### src/rtl/fifo_access_sched_pkg.sv
// fifo_sched_pkg: shared op encoding and FIFO geometry for the access scheduler
package fifo_sched_pkg;
  typedef enum logic {OP_WR, OP_RD} op_t;
  localparam int FIFO_DEPTH = 16;
  localparam int FIFO_DW = 8;
endpackage

### src/rtl/fifo_access_sched_if.sv
// fifo_access_sched_if: requester, consumer and FIFO-side signals of the access scheduler
interface fifo_access_sched_if
  import fifo_sched_pkg::*;
#(
  parameter int NUM_WR = 4,
  parameter int DW     = FIFO_DW,
  parameter int DEPTH  = FIFO_DEPTH
);
  localparam int OW = $clog2(DEPTH) + 1;
  logic [NUM_WR-1:0]    wr_req;
  logic [NUM_WR*DW-1:0] wr_data;
  logic [NUM_WR-1:0]    wr_ack;
  logic                 rd_req;
  logic [DW-1:0]        rd_data;
  logic                 rd_valid;
  logic                 fifo_wr_en;
  logic                 fifo_rd_en;
  logic [DW-1:0]        fifo_din;
  logic                 fifo_full;
  logic                 fifo_empty;
  logic [DW-1:0]        fifo_dout;
  logic [OW-1:0]        occupancy;
  logic                 proto_err;
  modport master (
    input  wr_req, wr_data, rd_req, fifo_full, fifo_empty, fifo_dout,
    output wr_ack, rd_data, rd_valid, fifo_wr_en, fifo_rd_en, fifo_din, occupancy, proto_err
  );
  modport slave (
    output wr_req, wr_data, rd_req, fifo_full, fifo_empty, fifo_dout,
    input  wr_ack, rd_data, rd_valid, fifo_wr_en, fifo_rd_en, fifo_din, occupancy, proto_err
  );
endinterface

### src/rtl/fifo_access_sched_rr_arbiter.sv
// rr_arbiter: combinational round-robin pick of the first request at or after ptr
module rr_arbiter #(
  parameter  int NUM_WR = 4,
  localparam int PW     = NUM_WR > 1 ? $clog2(NUM_WR) : 1
) (
  input  logic [NUM_WR-1:0] i_req,
  input  logic [PW-1:0]     i_ptr,
  output logic [NUM_WR-1:0] o_gnt,
  output logic [PW-1:0]     o_gnt_idx,
  output logic              o_any
);
  always_comb begin
    o_gnt_idx = '0;
    // scan farthest offset first so the nearest request after ptr wins
    for (int i = NUM_WR - 1; i >= 0; i--)
      if (i_req[PW'((int'(i_ptr) + i) % NUM_WR)]) o_gnt_idx = PW'((int'(i_ptr) + i) % NUM_WR);
    o_any = |i_req;
    o_gnt = o_any ? NUM_WR'(1) << o_gnt_idx : '0;
  end
endmodule

### src/rtl/fifo_access_sched.sv
// fifo_access_sched: one FIFO op per cycle, round-robin writers vs. a reader, alternating on contention
module fifo_access_sched
  import fifo_sched_pkg::*;
#(
  parameter int NUM_WR = 4,
  parameter int DW     = FIFO_DW,
  parameter int DEPTH  = FIFO_DEPTH
) (
  input logic clk,
  input logic reset,
  fifo_access_sched_if.master bus
);
  localparam int PW = NUM_WR > 1 ? $clog2(NUM_WR) : 1;
  localparam int OW = $clog2(DEPTH) + 1;
  logic [PW-1:0]     r_rr_ptr;
  op_t               r_last_op;
  logic              r_rd_valid;
  logic [OW-1:0]     r_occ;
  logic              r_proto_err;
  logic [NUM_WR-1:0] w_gnt;
  logic [PW-1:0]     w_gnt_idx;
  logic              w_any, w_wr_cand, w_rd_cand, w_do_wr, w_do_rd;
  rr_arbiter #(.NUM_WR(NUM_WR)) u_arb (
    .i_req    (bus.wr_req),
    .i_ptr    (r_rr_ptr),
    .o_gnt    (w_gnt),
    .o_gnt_idx(w_gnt_idx),
    .o_any    (w_any)
  );
  always_comb begin
    w_wr_cand = w_any && !bus.fifo_full;
    w_rd_cand = bus.rd_req && !bus.fifo_empty;
    w_do_wr   = !reset && w_wr_cand && (!w_rd_cand || r_last_op == OP_RD);
    w_do_rd   = !reset && w_rd_cand && !w_do_wr;
  end
  assign bus.fifo_wr_en = w_do_wr;
  assign bus.fifo_rd_en = w_do_rd;
  assign bus.fifo_din   = w_do_wr ? bus.wr_data[int'(w_gnt_idx)*DW +: DW] : '0;
  assign bus.wr_ack     = w_do_wr ? w_gnt : '0;
  assign bus.rd_valid   = r_rd_valid;
  assign bus.rd_data    = r_rd_valid ? bus.fifo_dout : '0;
  assign bus.occupancy  = r_occ;
  assign bus.proto_err  = r_proto_err;
  always_ff @(posedge clk or posedge reset) begin
    if (reset) begin
      r_rr_ptr    <= '0;
      r_last_op   <= OP_RD;
      r_rd_valid  <= 1'b0;
      r_occ       <= '0;
      r_proto_err <= 1'b0;
    end else begin
      if (w_do_wr) r_rr_ptr <= (w_gnt_idx == PW'(NUM_WR - 1)) ? '0 : w_gnt_idx + PW'(1);
      if (w_do_wr) r_last_op <= OP_WR;
      else if (w_do_rd) r_last_op <= OP_RD;
      r_rd_valid <= w_do_rd;
      r_occ <= w_do_wr ? r_occ + OW'(1) : w_do_rd ? r_occ - OW'(1) : r_occ;
      // shadow count must agree with the FIFO's own flags at every edge
      r_proto_err <= r_proto_err | ((r_occ == '0) != bus.fifo_empty)
                                 | ((r_occ == OW'(DEPTH)) != bus.fifo_full);
    end
  end
endmodule
### src/flat_wrapper.sv
// flat-port wrapper written by rule: the top's interface ports become plain ports
module fifo_access_sched_flat import fifo_sched_pkg::*;
#(
  parameter int NUM_WR = 4,
  parameter int DW     = FIFO_DW,
  parameter int DEPTH  = FIFO_DEPTH
)
  (clk, reset, bus_wr_req, bus_wr_data, bus_rd_req, bus_fifo_full, bus_fifo_empty, bus_fifo_dout, bus_wr_ack, bus_rd_data, bus_rd_valid, bus_fifo_wr_en, bus_fifo_rd_en, bus_fifo_din, bus_occupancy, bus_proto_err);
  fifo_access_sched_if #(.NUM_WR(NUM_WR), .DW(DW), .DEPTH(DEPTH)) bus_i ();
  input logic clk;
  input logic reset;
  input wire logic [$bits(bus_i.wr_req)-1:0] bus_wr_req;
  input wire logic [$bits(bus_i.wr_data)-1:0] bus_wr_data;
  input wire logic [$bits(bus_i.rd_req)-1:0] bus_rd_req;
  input wire logic [$bits(bus_i.fifo_full)-1:0] bus_fifo_full;
  input wire logic [$bits(bus_i.fifo_empty)-1:0] bus_fifo_empty;
  input wire logic [$bits(bus_i.fifo_dout)-1:0] bus_fifo_dout;
  output wire logic [$bits(bus_i.wr_ack)-1:0] bus_wr_ack;
  output wire logic [$bits(bus_i.rd_data)-1:0] bus_rd_data;
  output wire logic [$bits(bus_i.rd_valid)-1:0] bus_rd_valid;
  output wire logic [$bits(bus_i.fifo_wr_en)-1:0] bus_fifo_wr_en;
  output wire logic [$bits(bus_i.fifo_rd_en)-1:0] bus_fifo_rd_en;
  output wire logic [$bits(bus_i.fifo_din)-1:0] bus_fifo_din;
  output wire logic [$bits(bus_i.occupancy)-1:0] bus_occupancy;
  output wire logic [$bits(bus_i.proto_err)-1:0] bus_proto_err;
  assign bus_i.wr_req = bus_wr_req;
  assign bus_i.wr_data = bus_wr_data;
  assign bus_i.rd_req = bus_rd_req;
  assign bus_i.fifo_full = bus_fifo_full;
  assign bus_i.fifo_empty = bus_fifo_empty;
  assign bus_i.fifo_dout = bus_fifo_dout;
  assign bus_wr_ack = bus_i.wr_ack;
  assign bus_rd_data = bus_i.rd_data;
  assign bus_rd_valid = bus_i.rd_valid;
  assign bus_fifo_wr_en = bus_i.fifo_wr_en;
  assign bus_fifo_rd_en = bus_i.fifo_rd_en;
  assign bus_fifo_din = bus_i.fifo_din;
  assign bus_occupancy = bus_i.occupancy;
  assign bus_proto_err = bus_i.proto_err;
  fifo_access_sched #(.NUM_WR(NUM_WR), .DW(DW), .DEPTH(DEPTH)) u_core (.clk(clk), .reset(reset), .bus(bus_i));
endmodule
### config.mk
export PLATFORM = sky130hd
export DESIGN_NAME = fifo_access_sched_flat
export DESIGN_NICKNAME = d
export VERILOG_FILES = /design/src/rtl/fifo_access_sched_pkg.sv /design/src/rtl/fifo_access_sched_if.sv /design/src/rtl/fifo_access_sched_rr_arbiter.sv /design/src/rtl/fifo_access_sched.sv /design/src/flat_wrapper.sv
export SDC_FILE = /design/constraint.sdc
export NUM_CORES = 1
export LEC_CHECK = 0
export ABC_AREA = 1
export CORE_UTILIZATION = 35
export DETAILED_ROUTE_END_ITERATION = 16
export PLACE_DENSITY = 0.81
export SYNTH_ARGS = -nofsm -noshare
export SYNTH_HDL_FRONTEND = slang
export SYNTH_SLANG_ARGS = --single-unit
### constraint.sdc
create_clock -name clk -period 3.9 [get_ports clk]
set_clock_uncertainty 0.05 [all_clocks]
set_input_delay 0.585 -clock clk [delete_from_list [all_inputs] [get_ports clk]]
set_output_delay 0.585 -clock clk [all_outputs]
set_load 0.02 [all_outputs]
==> metrics.md <==
| Metric | Value |
|---|---|
| DRT Pass-1 Iters | 4 |
| Grt ovf | 0 |
| Slew headroom | between 60 and 70% |
| Synth-to-layout area growth | 61.1% |
| Rows | 22 |
| CP Cell Sequence | clkdlybuf4s50_1 > inv_1 > o21ai_1 > nand2_1 > nand3_2 > nand2_2 > nand2_4 > nand2_4 > inv_1 > ha_1 > inv_1 > nor2_1 > clkdlybuf4s50_1 |
| Routed Antenna Nets | 0 |
| R2R depth | 10 |
| Post-CTS setup buffer count | 0 |
| Clock buffer depth | 2 |
| Worst R2R Setup Slack | roughly 1.4 ns |
| EDFF count, synth | 0 |
| Number of global-route vias before repair | about 1400 |
| Clock sink count | 10 |
| Share of cells above drive strength 1 | about a tenth |
| Most common cell after layout, fill and taps aside | clkdlybuf4s50_1 |
| Yosys warns | 0 |
| Final core utilization | 59.3% |
| RSZ-0062 raised after global routing | false |
| Core area | ~0.0037 mm2 |
| CTS Buf Count | 3 |
| Reg2Reg Launch Point | u_core.r_last_op |
| Crit path DAT | slightly below 3 ns |
| Initial antenna violation count | 0 |
| Final slew viol count | 0 |
| #FFs+latches synth | 10 |
| Max cap viols | 0 |
| Final WS setup | just over 0.3 ns |
| Commonest cells after routing, fill and taps aside | 77 x clkdlybuf4s50_1, 57 x inv_1, 40 x nand2_1 |
| Crit path buf inv count | 5 |
| Crit Path Class | in2out |
| Fin crit share | between 90 and 100% |
| DRT Wirelength | around 3700 um |
| PortBufs | just under 80 |
| Reg2reg end | u_core.bus.occupancy[4] |
| Tightest Hold Check Type | reg2reg |
| Clock root cell | clkbuf_8 |
| Hold_buf cts | 0 |
| Synthesized area | about 0.0014 mm2 |
| Chip width | 64.5 um |
| Mapped Nets | 279 |
| WP data required | 3.26 ns |
| Clock Latency Late Sink | ~0.23 ns |
| Overall Global Routing Usage | around 18% |
| P_leak | 1.13 nW |
| Fin crit period | around 3.6 ns |
| Most frequent CP cell | inv_1 |
| Post-route DRC violation count | 0 |
| Die boundary height | between 60 and 70 um |
| Worst slew pin tran | 0.471 ns |
| CTS tree | done |
| CP Max Fanout | 20 |
| Nets | 354 |
| # setup viols final | 0 |
| Delay-heaviest family, CP | buffers and inverters |
| Ys flop type | dfrtp_1 |
| Post-Place Worst Slack | between 0.3 and 0.4 ns |
| Final Hold Viols | 0 |
| Distinct cells, synth | 33 |
| Drt initial violations | 53 |
| Largest net degree at the start of global routing | 22 |
| Routed vias | around 1600 |
| ANT cells | 0 |
| First-pass GRT wire length | between 5000 and 6000 um |
| I/O pin total | 78 |
| Post-synth ARST share | 100% |
| Die area | approximately 0.0042 mm2 |
| Fmax achieved | between 200 and 300 MHz |
| Status | complete, no violations |
| Placer Congestion | 0.804 |
| Seq/Total Area, Yosys | roughly 18% |
| Crit path launch type | input pin |
| Slowest stage delay, CP | between 0.6 and 0.7 ns |
| H-tree depth | 1 |
| Clk pin slew, worst setup/hold paths | about 0.05 ns |
| Setup TNS | 0 ns |
| Hold path startpoint | u_core.bus.proto_err |
| PwrDens | roughly 610 mW/mm2 |
| Initial Util | 36.8% |
| Slowest-stage cell, CP | clkdlybuf4s50_1 |
| Hpwl dp | around 3000 um |
| Cell depth of the worst hold path | 2 |
| Synth Area per Inst | roughly 6 um2 |
| Post_cts resized | 0 |
| Via density | approximately 4.5 |
| DR WL/cell | ~11 um |
| Worst vdd ir | between 0.3 and 0.4 mV |
| Crit end category | primary output |
| Syn Inst Count | 222 |
| Hold endpoint | u_core.bus.proto_err |
==> state kept, by name, summed over array words and instances, names as in the netlist <==
signal	cells
u_core.bus.occupancy	5
u_core.r_rr_ptr	2
u_core.r_last_op	1
u_core.bus.rd_valid	1
u_core.bus.proto_err	1
==> how the worst max path moves through the flow <==
stage	startpoint	end	slack, ns	cells after the start
floorplan	bus_wr_req[1]	bus_wr_ack[2]	1.35	13
global placement	bus_wr_req[1]	bus_wr_ack[3]	0.32	13
global route	bus_wr_req[1]	bus_wr_ack[2]	0.12	14
finish	bus_wr_req[3]	bus_wr_ack[2]	0.30	13
CTS	bus_wr_req[3]	bus_wr_ack[2]	0.29	13
detailed placement	bus_wr_req[3]	bus_wr_ack[2]	0.31	13
==> routing by layer <==
layer  up-vias  GRT usage, %  wire (um)
met3         2          1.94        159
met2        38          31.8       1870
li1        831             -          -
met5         -             0          0
met1       686          22.1       1620
met4         0          3.89         12
==> worst reg2reg max path, delay by kind of cell, from the launching register on <==
kind	cells	cell delay [ns]
xor+xnor	1	0.17
fa+ha+maj	1	0.46
simple gates	4	0.84
compound gates	2	0.26
flops	1	0.52
buf+inv	2	0.10
==> power by group <==
part | switching [mW] | leakage (nW) | internal (mW)
clock | 0.0395 | 0.0288 | 0.0886
combinational | 0.601 | 0.992 | 0.408
sequential | 0.0573 | 0.114 | 0.144
total | 0.697 | 1.13 | 0.641
==> synth_stat cells (all sizes together) (2+ instances only) <==
cell type | n | area share (%)
inv | 60 | 17
nand2 | 50 | 16
nand3 | 33 | 14
a21oi | 13 | 4.8
nor2 | 12 | 4.6
dfrtp | 9 | 16
nand3b | 9 | 4.9
o21ai | 8 | 2.9
ha | 7 | 6.4
buf | 5 | 3.1
xor2 | 3 | 1.9
clkbuf | 2 | 0.55
or2 | 2 | 0.91
==> through the flow <==
step | cell area, um2 | std cells | hold slack [ns] | total power, mW
global route | 2200 | 344 | 0.455 | 1.48
finish | 2200 | 344 | 0.443 | 1.34
floorplan | 1370 | 222 | 0.374 | 0.970
global placement | 2150 | 340 | 0.415 | 1.20
detailed placement | 2150 | 340 | 0.420 | 1.22
CTS | 2200 | 344 | 0.431 | 1.35
==> area by class of cell <==
| class | instances | area, um2 |
|---|---|---|
| multi-input combinational | 145 | 840 |
| tap | 48 | 60.1 |
| sequential | 10 | 251 |
| timing repair buffer | 77 | 771 |
| clock buffer | 4 | 55.1 |
| fill | 368 | 1510 |
| inverter | 60 | 228 |
==> cells by family after synthesis <==
kind of cell | Yosys count | synth area share [%]
flip-flops | 10 | 18.4
buffers and inverters | 67 | 20.3
adder cells (fa/ha/maj) | 8 | 7.86
XOR/XNOR | 3 | 1.92
AO/OA/AOI/OAI | 23 | 8.68
AND/OR/NAND/NOR | 110 | 42.1
multiplexers | 1 | 0.731
Note: power is estimated with default switching activity, not from simulation.
